$ cat src/rtl/ap_pkg.sv
// Shared opcode and FSM state definitions for the associative-processor CAM array.
package ap_pkg;

  typedef enum logic [2:0] {
    OP_NOP       = 3'd0,
    OP_WRITE     = 3'd1,
    OP_READ      = 3'd2,
    OP_CMP_SET   = 3'd3,
    OP_CMP_AND   = 3'd4,
    OP_CMP_OR    = 3'd5,
    OP_TAG_WRITE = 3'd6,
    OP_CLR_TAGS  = 3'd7
  } ap_op_e;

  typedef enum logic [1:0] {
    ST_INIT,
    ST_IDLE,
    ST_EXEC,
    ST_RESP
  } ap_state_e;

endpackage

$ cat src/rtl/ap_cam_array_if.sv
// Command/response bundle between the AP microsequencer and the CAM array.
interface ap_cam_array_if #(
  parameter int WORD_WIDTH = 8,
  parameter int ROWS       = 16
) ();
  localparam int ADDR_BITS = $clog2(ROWS);

  logic                  cmd_valid;
  logic                  cmd_ready;
  logic [2:0]            cmd_op;
  logic [ADDR_BITS-1:0]  cmd_addr;
  logic [WORD_WIDTH-1:0] cmd_key;
  logic [WORD_WIDTH-1:0] cmd_mask;
  logic [WORD_WIDTH-1:0] cmd_data;
  logic                  rsp_valid;
  logic                  rsp_ready;
  logic [WORD_WIDTH-1:0] rsp_data;
  logic                  rsp_err;
  logic [ROWS-1:0]       tags;
  logic                  match_any;
  logic [ADDR_BITS-1:0]  match_idx;

  modport master (
    output cmd_valid, cmd_op, cmd_addr, cmd_key, cmd_mask, cmd_data, rsp_ready,
    input  cmd_ready, rsp_valid, rsp_data, rsp_err, tags, match_any, match_idx
  );

  modport slave (
    input  cmd_valid, cmd_op, cmd_addr, cmd_key, cmd_mask, cmd_data, rsp_ready,
    output cmd_ready, rsp_valid, rsp_data, rsp_err, tags, match_any, match_idx
  );
endinterface

$ cat src/rtl/ap_prio_enc.sv
// Lowest-index-first priority encoder with an any-set flag.
module ap_prio_enc #(
  parameter  int ROWS      = 16,
  localparam int ADDR_BITS = $clog2(ROWS)
) (
  input  logic [ROWS-1:0]      req,
  output logic                 any,
  output logic [ADDR_BITS-1:0] idx
);

  always_comb begin
    any = |req;
    idx = '0;
    // Scan downward so the lowest set index is the last one written.
    for (int unsigned i = ROWS; i > 0; i--) begin
      if (req[i-1]) idx = ADDR_BITS'(i - 1);
    end
  end

endmodule

$ cat src/rtl/ap_cam_array.sv
// Multi-row masked CAM with a per-row tag bit, driven by a valid/ready command port
// and a held response port; the INIT sweep zeroes every row after reset.
module ap_cam_array
  import ap_pkg::*;
#(
  parameter int WORD_WIDTH = 8,
  parameter int ROWS       = 16
) (
  input logic           clka,
  input logic           rst,
  ap_cam_array_if.slave bus
);

  localparam int ADDR_BITS = $clog2(ROWS);
  localparam logic [ADDR_BITS-1:0] LAST_ROW = ADDR_BITS'(ROWS - 1);

  typedef logic [WORD_WIDTH-1:0] word_t;

  ap_state_e            state;
  logic [ADDR_BITS-1:0] clr_cnt;

  ap_op_e               op_q;
  logic [ADDR_BITS-1:0] addr_q;
  word_t                key_q;
  word_t                mask_q;
  word_t                data_q;

  word_t                mem [ROWS];
  logic  [ROWS-1:0]     tags_q;
  logic  [ROWS-1:0]     match_vec;
  logic  [ROWS-1:0]     tags_nxt;
  logic  [ROWS-1:0]     wr_en;
  word_t                row_new [ROWS];

  logic                 addr_ok;
  word_t                rd_word;
  logic                 nxt_any;
  logic [ADDR_BITS-1:0] nxt_idx;

  // Zero-extended so the range check stays meaningful for non-power-of-2 ROWS.
  assign addr_ok = 32'(addr_q) < ROWS;
  assign rd_word = addr_ok ? mem[addr_q] : '0;
  assign bus.tags = tags_q;

  always_comb begin
    for (int unsigned i = 0; i < ROWS; i++) begin
      match_vec[i] = ((mem[i] ^ key_q) & mask_q) == '0;
      row_new[i]   = (data_q & mask_q) | (mem[i] & ~mask_q);
    end
  end

  always_comb begin
    tags_nxt = tags_q;
    unique case (op_q)
      OP_CMP_SET:  tags_nxt = match_vec;
      OP_CMP_AND:  tags_nxt = tags_q & match_vec;
      OP_CMP_OR:   tags_nxt = tags_q | match_vec;
      OP_CLR_TAGS: tags_nxt = '0;
      default:     tags_nxt = tags_q;
    endcase
  end

  always_comb begin
    wr_en = '0;
    if (!rst) begin
      if (state == ST_INIT) begin
        wr_en[clr_cnt] = 1'b1;
      end else if (state == ST_EXEC) begin
        if (op_q == OP_WRITE && addr_ok) wr_en[addr_q] = 1'b1;
        else if (op_q == OP_TAG_WRITE)   wr_en = tags_q;
      end
    end
  end

  ap_prio_enc #(.ROWS(ROWS)) u_prio (
    .req (tags_nxt),
    .any (nxt_any),
    .idx (nxt_idx)
  );

  // Storage has no reset; the INIT sweep is what clears it.
  always_ff @(posedge clka) begin
    for (int unsigned i = 0; i < ROWS; i++) begin
      if (wr_en[i]) mem[i] <= (state == ST_INIT) ? '0 : row_new[i];
    end
  end

  always_ff @(posedge clka) begin
    if (rst) begin
      state         <= ST_INIT;
      clr_cnt       <= '0;
      tags_q        <= '0;
      op_q          <= OP_NOP;
      addr_q        <= '0;
      key_q         <= '0;
      mask_q        <= '0;
      data_q        <= '0;
      bus.cmd_ready <= 1'b0;
      bus.rsp_valid <= 1'b0;
      bus.rsp_data  <= '0;
      bus.rsp_err   <= 1'b0;
      bus.match_any <= 1'b0;
      bus.match_idx <= '0;
    end else begin
      unique case (state)
        ST_INIT: begin
          if (clr_cnt == LAST_ROW) begin
            clr_cnt       <= '0;
            state         <= ST_IDLE;
            bus.cmd_ready <= 1'b1;
          end else begin
            clr_cnt <= clr_cnt + 1'b1;
          end
        end
        ST_IDLE: begin
          if (bus.cmd_valid) begin
            op_q          <= ap_op_e'(bus.cmd_op);
            addr_q        <= bus.cmd_addr;
            key_q         <= bus.cmd_key;
            mask_q        <= bus.cmd_mask;
            data_q        <= bus.cmd_data;
            bus.cmd_ready <= 1'b0;
            state         <= ST_EXEC;
          end
        end
        ST_EXEC: begin
          tags_q        <= tags_nxt;
          bus.match_any <= nxt_any;
          bus.match_idx <= nxt_idx;
          bus.rsp_data  <= (op_q == OP_READ) ? rd_word : '0;
          bus.rsp_err   <= (op_q == OP_WRITE || op_q == OP_READ) && !addr_ok;
          bus.rsp_valid <= 1'b1;
          state         <= ST_RESP;
        end
        ST_RESP: begin
          if (bus.rsp_ready) begin
            bus.rsp_valid <= 1'b0;
            bus.cmd_ready <= 1'b1;
            state         <= ST_IDLE;
          end
        end
        default: state <= ST_INIT;
      endcase
    end
  end

endmodule
$ cat src/flat_wrapper.sv
// flat-port wrapper written by rule: the top's interface ports become plain ports
module ap_cam_array_flat import ap_pkg::*;
#(
  parameter int WORD_WIDTH = 8,
  parameter int ROWS       = 16
)
  (clka, rst, bus_cmd_valid, bus_cmd_op, bus_cmd_addr, bus_cmd_key, bus_cmd_mask, bus_cmd_data, bus_rsp_ready, bus_cmd_ready, bus_rsp_valid, bus_rsp_data, bus_rsp_err, bus_tags, bus_match_any, bus_match_idx);
  ap_cam_array_if #(.WORD_WIDTH(WORD_WIDTH), .ROWS(ROWS)) bus_i ();
  input logic clka;
  input logic rst;
  input wire logic [$bits(bus_i.cmd_valid)-1:0] bus_cmd_valid;
  input wire logic [$bits(bus_i.cmd_op)-1:0] bus_cmd_op;
  input wire logic [$bits(bus_i.cmd_addr)-1:0] bus_cmd_addr;
  input wire logic [$bits(bus_i.cmd_key)-1:0] bus_cmd_key;
  input wire logic [$bits(bus_i.cmd_mask)-1:0] bus_cmd_mask;
  input wire logic [$bits(bus_i.cmd_data)-1:0] bus_cmd_data;
  input wire logic [$bits(bus_i.rsp_ready)-1:0] bus_rsp_ready;
  output wire logic [$bits(bus_i.cmd_ready)-1:0] bus_cmd_ready;
  output wire logic [$bits(bus_i.rsp_valid)-1:0] bus_rsp_valid;
  output wire logic [$bits(bus_i.rsp_data)-1:0] bus_rsp_data;
  output wire logic [$bits(bus_i.rsp_err)-1:0] bus_rsp_err;
  output wire logic [$bits(bus_i.tags)-1:0] bus_tags;
  output wire logic [$bits(bus_i.match_any)-1:0] bus_match_any;
  output wire logic [$bits(bus_i.match_idx)-1:0] bus_match_idx;
  assign bus_i.cmd_valid = bus_cmd_valid;
  assign bus_i.cmd_op = bus_cmd_op;
  assign bus_i.cmd_addr = bus_cmd_addr;
  assign bus_i.cmd_key = bus_cmd_key;
  assign bus_i.cmd_mask = bus_cmd_mask;
  assign bus_i.cmd_data = bus_cmd_data;
  assign bus_i.rsp_ready = bus_rsp_ready;
  assign bus_cmd_ready = bus_i.cmd_ready;
  assign bus_rsp_valid = bus_i.rsp_valid;
  assign bus_rsp_data = bus_i.rsp_data;
  assign bus_rsp_err = bus_i.rsp_err;
  assign bus_tags = bus_i.tags;
  assign bus_match_any = bus_i.match_any;
  assign bus_match_idx = bus_i.match_idx;
  ap_cam_array #(.WORD_WIDTH(WORD_WIDTH), .ROWS(ROWS)) u_core (.clka(clka), .rst(rst), .bus(bus_i));
endmodule
$ cat config.mk
export PLATFORM = sky130hd
export DESIGN_NAME = ap_cam_array_flat
export DESIGN_NICKNAME = d
export VERILOG_FILES = /design/src/rtl/ap_pkg.sv /design/src/rtl/ap_cam_array_if.sv /design/src/rtl/ap_prio_enc.sv /design/src/rtl/ap_cam_array.sv /design/src/flat_wrapper.sv
export SDC_FILE = /design/constraint.sdc
export NUM_CORES = 1
export LEC_CHECK = 0
export BUFFER_PORTS_ARGS = -buffer_cell sky130_fd_sc_hd__buf_2
export CORE_MARGIN = 1.5
export CORE_UTILIZATION = 60
export CTS_CLUSTER_DIAMETER = 60
export DETAILED_ROUTE_END_ITERATION = 8
export PLACE_DENSITY_LB_ADDON = 0.2
export SYNTH_ARGS = -nofsm -noshare
export SYNTH_HDL_FRONTEND = slang
export SYNTH_SLANG_ARGS = --single-unit
$ cat constraint.sdc
create_clock -name clka -period 5.1 [get_ports clka]
set_input_delay 0.255 -clock clka [delete_from_list [all_inputs] [get_ports clka]]
set_output_delay 0.255 -clock clka [all_outputs]
set_load 0.03 [all_outputs]
# After elaboration in Yosys (flattened, before gate mapping)
# Memory sizes are Yosys's and may differ from the RTL's. A register that Yosys moved wholly into a read port is not among the register bits.
# Index checks and enable logic that the tools add are counted.
# op_classes
mux	88
n_eq_ne	14
bitwise	68
reduce_logical	26
n_addsub	1
magnitude_cmp	4
# op_table
operator	n
$and A8 B8 Y8	33
$mux W8	17
$logic_not A8 Y1	16
$or A8 B8 Y8	16
$xor A8 B8 Y8	16
$mux W16	5
$mux W4	19
$pmux W16 S4	1
$mux W1	38
$and A16 B16 Y16	1
$or A16 B16 Y16	1
$reduce_or A16 Y1	1
$eq A3 B3 Y1 const B	4
$lt A4 B5 Y1 const B	2
$demux W1 S4	2
$ge A4 B1 Y1 const B	2
$not A8 Y8	1
$pmux W2 S4	1
$eq A3 B2 Y1 const B	2
$mux W2	3
$ne A2 B2 Y1 const B	3
$add A4 B1 Y4 const B	1
$eq A2 B2 Y1 const B	2
$eq A4 B4 Y1 const B	1
11 further kinds	13
# word_totals
memories	1
regBits	68
ram_bits	128
elab_cells	215
out_inout_bits	32
# memory_table
name	words	word_bits	read_ports	rd_ports_with_merged_regs	write_ports	line	text
u_core.mem	16	8	17	1	16	ap_cam_array.sv:28	word_t mem [ROWS];

# Depth between registers and ports, before layout
# Gate-level depths: netlist of the first run.
# An unclocked memory read counts as a cell.
# depth
depth_word	22
ltp_mapped	9
mapped_depth_nobuf	8

# By module
# From an unflattened synthesis of the first run, not the netlist that was laid out.
# unflattened
cells_unflattened	1223
area_unflattened_um2	11920.2
# by_module_without_submodules
mod	area_each_um2	cells_per_inst	instances
ap_cam_array	11743.8	1189	1
ap_prio_enc	176.4	34	1

# Worst setup path after synthesis of the first run
# OpenSTA, ideal clock, no wires.
# synth_path
kind	reg2reg
start	reg (tool-made name)
end	reg u_core.bus.rsp_data[3]
arrival_ns	2.119
setup_slack_ns	2.854
stages_incl_launch_ff	7
t_required_ns	4.972
path_buffers	2
synth_period_minus_slack_ns	2.246
cell_sequence	dfxtp_1 -> clkbuf_1 -> buf_1 -> mux4_2 -> mux4_2 -> a22oi_1 -> nor2_1
# synth_rtl
element	line	text
to (signal assigned)	ap_cam_array.sv:130	bus.rsp_data <= (op_q == OP_READ) ? rd_word : '0;
to (decl)	ap_cam_array_if.sv:30	output cmd_ready, rsp_valid, rsp_data, rsp_err, tags, match_any, match_idx

# Worst setup path after layout of the first run
# layout_path
start	reg u_core.key_q[7]
end	reg u_core.bus.match_idx[1]
# layout_via
elab_chain_cells	21
elab_cells_between_ends	67
cone_classes	mux (17); bitwise (34); reduce/logical (16)
# layout_rtl
element	line	text
from (decl)	ap_cam_array.sv:24	word_t key_q;
from (signal assigned)	ap_cam_array.sv:119	key_q <= bus.cmd_key;
$xor A8 B8 Y8	ap_cam_array.sv:47	match_vec[i] = ((mem[i] ^ key_q) & mask_q) == '0;
$and A8 B8 Y8	ap_cam_array.sv:47	
$logic_not A8 Y1	ap_cam_array.sv:47	
$or A16 B16 Y16 or $and A16 B16 Y16 (tied branches)	ap_cam_array.sv:57, ap_cam_array.sv:56	
$pmux W16 S4 (*)	ap_cam_array.sv:54	unique case (op_q)
$mux W4 (15 in a row)	ap_prio_enc.sv:16	if (req[i-1]) idx = ADDR_BITS'(i - 1);
$mux W4 (*)	ap_prio_enc.sv:16	
to (signal assigned)	ap_cam_array.sv:129	bus.match_idx <= nxt_idx;
to (decl)	ap_cam_array_if.sv:30	
# Mark *: on every way between the ends. The rest lies on a longest branch, timed or not.
# A chain may end at the register's enable or synchronous reset.

==> results.cfg, run 1 <==
[timing]
rsz0062_at_grt = false
max_slew_margin_pct = 22.69
hold_violations = 0
tns_ns = 0
tightest_slew_ns = 1.158
final_max_slew_viol_count = 0
fin_crit_ns = 3.148
finClkSkew_ns = 0.009964
timing.fmax_mhz = 317.7
finalSetupViolations = 0
fin_crit_sh_pct = 61.73

[worst_setup_path]
critPathKind = register to register
cpMaxStageDelayCell = dfxtp_1
arrival_ns = 3.49
crit_fanout = 17
cp-end-kind = register
cp.required_ns = 5.44
critPathLaunchType = register
crit_chain = xor2_1, a22oi_1, a41oi_1, a211oi_2, a21o_1, a221oi_1, o311a_1
critPathMaxStageDelay_ns = 1.07

[clock_tree]
cts_resized = 0
path_clk_slew_ns = 0.08
clock-root-buffer = clkbuf_16
cts_buffers = 17
cts_max_level = 4
cts_max_path_buffers = 2
cts_sinks = 200
cts_tree = yes
insertion_delay_ns = 0.45
cts_setup_buffers = 0
ctsHoldBuffers = 0

[flow_run]
drv_cap = 0

[final_layout]
post-route-util_pct = 65.15
layout.nets = 1253
syn_to_final_growth_pct = 7.185
fillers = 1633
drive_above_1_share_pct = 14.57

[detailed_routing]
drt_iter0_drc = 1494
wl_um = 37980
wire_per_inst_um = 25.44
detail-route-antenna-nets = 0
drt_first_pass_iters = 6
drc_errors = 0
vias = 10060
viasPerCell = 6.736

[grt]
gr-total-overflow = 0
grt_usage_pct = 36.18
first_global_vias = 9286
met3_usage_pct = 6.928
grt_pass1_wl_um = 57500
use_met1_pct = 51.21
grtUsageMet2_pct = 53.69
grt_max_degree = 101
top_usage_layer = met2
antenna_found_initial = 1

[place]
io_buffers = 65
dpl.hpwl_um = 25900
place_congestion = 0.9416

[floorplanning]
start_util_pct = 60.78
num_rows = 52
coreArea_um2 = 20170
die_w_um = 145.9
ios = 67
die_height_um = 145.9
die_area_um2 = 21300

[synth]
yosysTopAreaCellShare_pct = 31.35
synth_ff_type = edfxtp_1
async_flop_share_pct = 0
synth_top_cell_by_area = edfxtp_1
synth_area_leaders = edfxtp_1 (31%), dfxtp_1 (12%), xor2_1 (9.3%), a21oi_1 (7.6%), mux4_2 (7.3%)
synth_seq_area_share_pct = 43.11
synth_area_per_cell_um2 = 10.06
ys_ff_latch = 200
synth.most_common_cell = a21oi_1
synth_cell_type_count = 63
synthCells = 1219
synth-edff-count = 128
yosys-top-cells-count = a21oi_1 (187), nand2b_1 (133), xor2_1 (130)
synth_nets = 1263
syn_area_um2 = 12260
ys_warn_count = 0

[pwr]
cellLeakagePower_uw = 0.004999
ir_worst_vdd_mv = 0.2355
power.density_nw_per_um2 = 288.7
total_power_uw = 3794

[outcome]
outcome = finished, final reports clean

[hold_path]
hp-class = input pin to register
routing by layer:
layer / vias up / wire length, um
met3: 120 / 4333
met4: 0 / 1748
met5: - / 0
li1: 4374 / -
met1: 4876 / 15210
met2: 687 / 16690
placed cells by master (no fill, tap or decap), types with 10 or more instances in the layout:
master / n
xor2_1: 130
buf_4: 20
dfxtp_1: 71
buf_2: 65
mux4_2: 40
nand2b_1: 133
edfxtp_1: 128
a41oi_1: 10
mux2i_1: 10
o21ai_0: 11
a22oi_1: 84
nor2_1: 76
nand2_1: 89
and2_1: 14
clkbuf_16: 17
nand4_1: 11
a21oi_1: 187
registers in the layout (all words and copies together), names as in the netlist, 8 cells and up, named ones only:
signal,flops
u_core.mem,128
u_core.bus.tags,16
u_core.bus.rsp_data,8
u_core.data_q,8
u_core.key_q,8
u_core.mask_q,8
cell type report:
class                           count  area [um2]  area share [%]
Multi-Input combinational cell    897        6360           48.40
Sequential cell                   200        5286           40.23
Antenna cell                        1       2.502         0.01904
Clock buffer                       18       429.2           3.266
Clock inverter                     14       219.0           1.666
Tap cell                          270       337.8           2.571
Inverter                            8       30.03          0.2285
Timing Repair Buffer               85       475.5           3.618
per-stage QoR:
stage,instance area (um2),setup WS [ns],hold WS (ns),std cells
after floorplan,12260,2.854,0.3910,1219
after global routing,13140,1.825,0.03956,1492
after detailed placement,12490,2.069,0.4475,1460
after global placement,12490,2.109,0.4460,1460
final,13140,1.952,0.03324,1493
after CTS,13140,2.073,0.03068,1492
final timing paths:
check	from	endpoint	slack, ns	cells after the start
setup / recovery	u_core.key_q[7]	u_core.bus.match_idx[1]	1.95	7
hold / removal	bus_cmd_data[4]	u_core.data_q[4]	0.03	3
setup reg to reg	u_core.key_q[7]	u_core.bus.match_idx[1]	1.95	7
hold reg to reg	u_core.data_q[0]	u_core.data_q[0]	0.46	2
cell families after synthesis:
logic type | count (synthesis) | synth area share [%]
and+or+nand+nor | 364 | 15.54
adders and majority gates | 9 | 0.9186
other | 1 | 0.03059
DFF | 200 | 43.11
AOI/OAI and AO/OA | 343 | 17.81
buffers and inverters | 122 | 5.134
xor gates and xnor gates | 130 | 9.288
muxes | 50 | 8.165
power breakdown:
| group | internal (uW) | switching, uW |
|---|---|---|
| clock | 877 | 649 |
| combinational | 165 | 255 |
| sequential | 1770 | 75.9 |
| total | 2810 | 980 |
critical path: cells and delay by family (launching register included):
| kind | cells | cell delay [ns] |
|---|---|---|
| compound gates | 6 | 1.75 |
| xor+xnor | 1 | 0.19 |
| flops | 1 | 1.07 |
Power figures use the tool's default switching activity.
==> run 2: changes to the inputs <==
- CORE_UTILIZATION: 60 -> 56
- clock period: 5.1 -> 2.5 ns (I/O delays scaled with it)
==> results.cfg, run 2 (synthesized netlist as in run 1, its figures left out) <==
[grt]
antenna_found_initial = 1
grtUsageMet2_pct = 52.31
use_met1_pct = 47.90
grt_max_degree = 129
first_global_vias = 9575
grt_pass1_wl_um = 56930
gr-total-overflow = 0
top_usage_layer = met2
met3_usage_pct = 6.627
grt_usage_pct = 33.99

[final_layout]
num_antenna_cells = 0
drive_above_1_share_pct = 17.97
fillers = 1682
layout_common_cells = a21oi_1 (187), nand2b_1 (133), xor2_1 (130), edfxtp_1 (128), nand2_1 (90)
final_common_cell = a21oi_1
layout.nets = 1339
stdcell_count = 1583
syn_to_final_growth_pct = 14.23
largest_reg_flops = 128
top_register = u_core.mem
post-route-util_pct = 65.99

[worst_setup_path]
crit_cells = 8
critPathLaunch = u_core.key_q[2]
crit_end = u_core.bus.match_idx[1]
arrival_ns = 2.85
r2r_start = u_core.key_q[2]
cp.required_ns = 2.89
cpMaxStageDelayCell = a211o_1
critPathKind = register to register
crit_top_cell = a211o_1
cp-end-kind = register
critPathMaxStageDelay_ns = 0.39
path_delay_family = compound AO/OA/AOI/OAI gates
regToRegEndpoint = u_core.bus.match_idx[1]
reg2reg_depth = 8
reg2reg_slack_ns = 0.04
crit_chain = buf_12, xor2_1, a22oi_1, nand4_1, a211o_1, a211o_1, a221oi_1, o311a_1
path_buf_inv = 1
critPathLaunchType = register
crit_fanout = 17

[floorplanning]
die_height_um = 151.0
start_util_pct = 57.77
die_area_um2 = 22790
coreArea_um2 = 21220
num_rows = 53
ios = 67
die_w_um = 151.0

[detailed_routing]
detail-route-antenna-nets = 0
drt_iter0_drc = 1360
drc_errors = 0
wire_per_inst_um = 23.87
viasPerCell = 6.423
vias = 10170
wl_um = 37780
drt_first_pass_iters = 5

[place]
io_buffers = 65
place_congestion = 0.9953
post-place-ws_ns = 0.07615
dp.cells = 1521
dpl.hpwl_um = 27040

[pwr]
total_power_uw = 7397
cellLeakagePower_uw = 0.005430
power.density_nw_per_um2 = 528.2
ir_worst_vdd_mv = 0.4003

[clock_tree]
cts_max_level = 4
cts_max_path_buffers = 2
cts_sinks = 200
path_clk_slew_ns = 0.08
cts_tree = yes
cts_buffers = 17
clock-root-buffer = clkbuf_16
insertion_delay_ns = 0.45

[hold_path]
hp-class = input pin to register

[timing]
setup_slack_ns = 0.04012
fin_crit_ns = 2.460
finalSetupViolations = 0
hold_slack_ns = -0.001764
max_slew_margin_pct = 49.79
final_max_slew_viol_count = 0
fin_crit_sh_pct = 98.40
tightest_slew_ns = 0.7513
timing.fmax_mhz = 406.5
hold_violations = 1
finClkSkew_ns = 0.01234

[flow_run]
drv_cap = 0

[outcome]
outcome = finished with violations
violations = hold timing
-- run 2: changes by cell type in the layout (fill, tap and decap cells not counted), sizes merged, moves of 2 or more --
cell         previous run  this run
buf                    85       141
bufinv                  5         0
clkinv                  2         4
clkinvlp                2         4
dlygate4sd3             0        30
-- run 2: report_power, final --
| group | internal [uW] | total, uW | switching (uW) |
|---|---|---|---|
| clock | 1310 | 2680 | 1380 |
| sequential | 3610 | 3700 | 93.8 |
| combinational | 421 | 1010 | 586 |
-- run 2: routing by layer --
layer / up-vias / wire length (um)
li1: 4559 / -
met1: 4980 / 15770
met2: 563 / 17430
met3: 66 / 3458
met4: 0 / 1128
met5: - / 0
-- run 2: final cells by class --
cell class	instances	area, um2	area share [%]
sequential	200	5286	37.75
clock inverter	13	113.9	0.8131
timing repair buffer	171	1409	10.06
inverter	8	30.03	0.2144
multi-input combinational	897	6387	45.61
clock buffer	19	432.9	3.091
tap	275	344.1	2.457
-- run 2: stage by stage --
step           instance area [um2]  TNS [ns]
6_report                     14000         0
5_1_grt                      14000  -0.05289
4_1_cts                      13970         0
3_5_place_dp                 13130         0
3_3_place_gp                 13130         0
2_1_floorplan                12260         0
-- run 2: worst min path at each step --
stage | from | to | slack [ns] | depth (start not counted)
global route | bus_rsp_ready | u_core.bus.rsp_valid | 0.008 | 4
detailed placement | bus_cmd_key[2] | u_core.key_q[2] | 0.37 | 3
global placement | bus_cmd_data[2] | u_core.data_q[2] | 0.37 | 3
floorplan | bus_cmd_data[0] | u_core.data_q[0] | 0.26 | 2
CTS | bus_rsp_ready | u_core.bus.rsp_valid | 0.003 | 4
finish | bus_rsp_ready | u_core.bus.rsp_valid | -0.002 | 4
-- run 2: tightest hold or removal path, delay by kind of cell --
kind                   cells  cell delay [ns]
buffers and inverters      1             0.10
AND/OR/NAND/NOR            2             0.14
AO/OA/AOI/OAI              1             0.05
-- run 2: timing repair --
action	4_1_cts	5_1_grt
endpoints found under the setup margin	0	3
resized for setup	0	4
buffers inserted	0	0
hold buffers	30	0
hold endpoints to repair	34	0
==> run 3: changes to the inputs <==
- CORE_MARGIN: 1.5 -> not set
==> results.cfg, run 3 (synthesized netlist as in run 1, its figures left out) <==
[clock_tree]
cts_max_path_buffers = 2
clock-root-buffer = clkbuf_16
path_clk_slew_ns = 0.08
cts_max_level = 4
cts_tree = yes
cts_buffers = 17
insertion_delay_ns = 0.45
cts_sinks = 200

[final_layout]
layout_common_cells = a21oi_1 (187), nand2b_1 (133), xor2_1 (128), edfxtp_1 (128), nand2_1 (90)
largest_reg_flops = 128
stdcell_area_um2 = 14070
syn_to_final_growth_pct = 14.74
top_register = u_core.mem
layout.nets = 1341
num_antenna_cells = 0
post-route-util_pct = 66.29
fillers = 1756
final_common_cell = a21oi_1
drive_above_1_share_pct = 18.78

[grt]
gr-total-overflow = 0
grt_max_degree = 129
first_global_vias = 9532
antenna_found_initial = 1
grt_usage_pct = 34.96
grt_pass1_wl_um = 57600

[detailed_routing]
wire_per_inst_um = 24.27
wl_um = 38470
viasPerCell = 6.467
vias = 10250
detail-route-antenna-nets = 0
drc_errors = 0
drt_first_pass_iters = 5
drt_iter0_drc = 1312

[timing]
fin_crit_ns = 2.489
setup_slack_ns = 0.01131
fin_crit_sh_pct = 99.55
tns_ns = 0
finalSetupViolations = 0
timing.fmax_mhz = 401.8
tightest_slew_ns = 0.7577
hold_violations = 0
final_max_slew_viol_count = 0
max_slew_margin_pct = 49.36
finClkSkew_ns = 0.01349

[worst_setup_path]
path_delay_family = compound AO/OA/AOI/OAI gates
crit_chain = buf_12, nor2b_2, buf_4, o21ai_0, a211o_1, a211o_1, a221oi_1, o311a_1
arrival_ns = 2.89
critPathLaunchType = register
crit_end = u_core.bus.match_idx[1]
crit_top_cell = a211o_1
regToRegEndpoint = u_core.bus.match_idx[1]
cp.required_ns = 2.90
crit_cells = 8
critPathKind = register to register
cp-end-kind = register
crit_fanout = 12
reg2reg_slack_ns = 0.01
critPathMaxStageDelay_ns = 0.38
reg2reg_depth = 8
cpMaxStageDelayCell = dfxtp_1
r2r_start = u_core.op_q[0]
critPathLaunch = u_core.op_q[0]
path_buf_inv = 2

[floorplanning]
num_rows = 53
coreArea_um2 = 21220
die_height_um = 150.0
ios = 67
die_w_um = 150.0
start_util_pct = 57.77
die_area_um2 = 22490

[place]
dpl.hpwl_um = 27210
placed_cell_area_um2 = 13140
post-place-ws_ns = 0.03287
io_buffers = 65
place_congestion = 0.9705

[outcome]
outcome = finished, final reports clean

[pwr]
cellLeakagePower_uw = 0.005475
power.density_nw_per_um2 = 536.6
ir_worst_vdd_mv = 0.4547

[flow_run]
drv_cap = 0

[hold_path]
hp-class = input pin to register
[run 3: worst min path at each step]
stage / from / endpoint / cells past startpoint
final: bus_rsp_ready / u_core.bus.rsp_valid / 4
after global routing: bus_cmd_key[3] / u_core.key_q[3] / 3
after CTS: bus_rsp_ready / u_core.bus.rsp_valid / 4
after detailed placement: bus_cmd_mask[6] / u_core.mask_q[6] / 3
after global placement: bus_cmd_data[0] / u_core.data_q[0] / 3
after floorplan: bus_cmd_data[0] / u_core.data_q[0] / 2
[run 3: layout make-up]
class	instances	area [um2]	area share [%]
clock buffers	19	454.2	3.229
clock inverters	13	132.6	0.9429
inverters	8	30.03	0.2135
multi-input cells	897	6411	45.58
flip-flops and latches	200	5288	37.59
well taps	275	344.1	2.446
repair buffers	173	1406	9.998
[run 3: timing repair]
item	in CTS	in global routing
endpoints found under the setup margin	0	5
setup buffers	0	0
endpoints found under the hold margin	32	0
hold buffers	28	0
gates resized for setup	0	10
[run 3: routing by layer]
layer | up-vias | global-route usage (%) | wire, um
li1 | 4560 | - | -
met2 | 578 | 52.92 | 17650
met1 | 5008 | 49.74 | 16070
met3 | 104 | 5.274 | 3210
met5 | - | 0 | 0
met4 | 0 | 15.15 | 1542
[run 3: through the flow]
step / power (uW) / instances / hold slack (ns)
floorplan: 4408 / 1219 / 0.2610
global placement: 4718 / 1525 / 0.3644
detailed placement: 4740 / 1525 / 0.3694
CTS: 7520 / 1585 / 0.001272
global route: 7750 / 1585 / 0.02088
finish: 7548 / 1585 / 0.009567
[run 3: worst reg2reg max path, stage by stage (launching register included)]
cell and delay, ns:
dfxtp_1 0.38, buf_12 0.15, nor2b_2 0.28, buf_4 0.22
o21ai_0 0.11, a211o_1 0.38, a211o_1 0.36, a221oi_1 0.36
o311a_1 0.21
[run 3: power breakdown]
part / internal (uW) / switching, uW
clock network: 1390 / 1430
logic: 424 / 599
registers: 3610 / 94.3
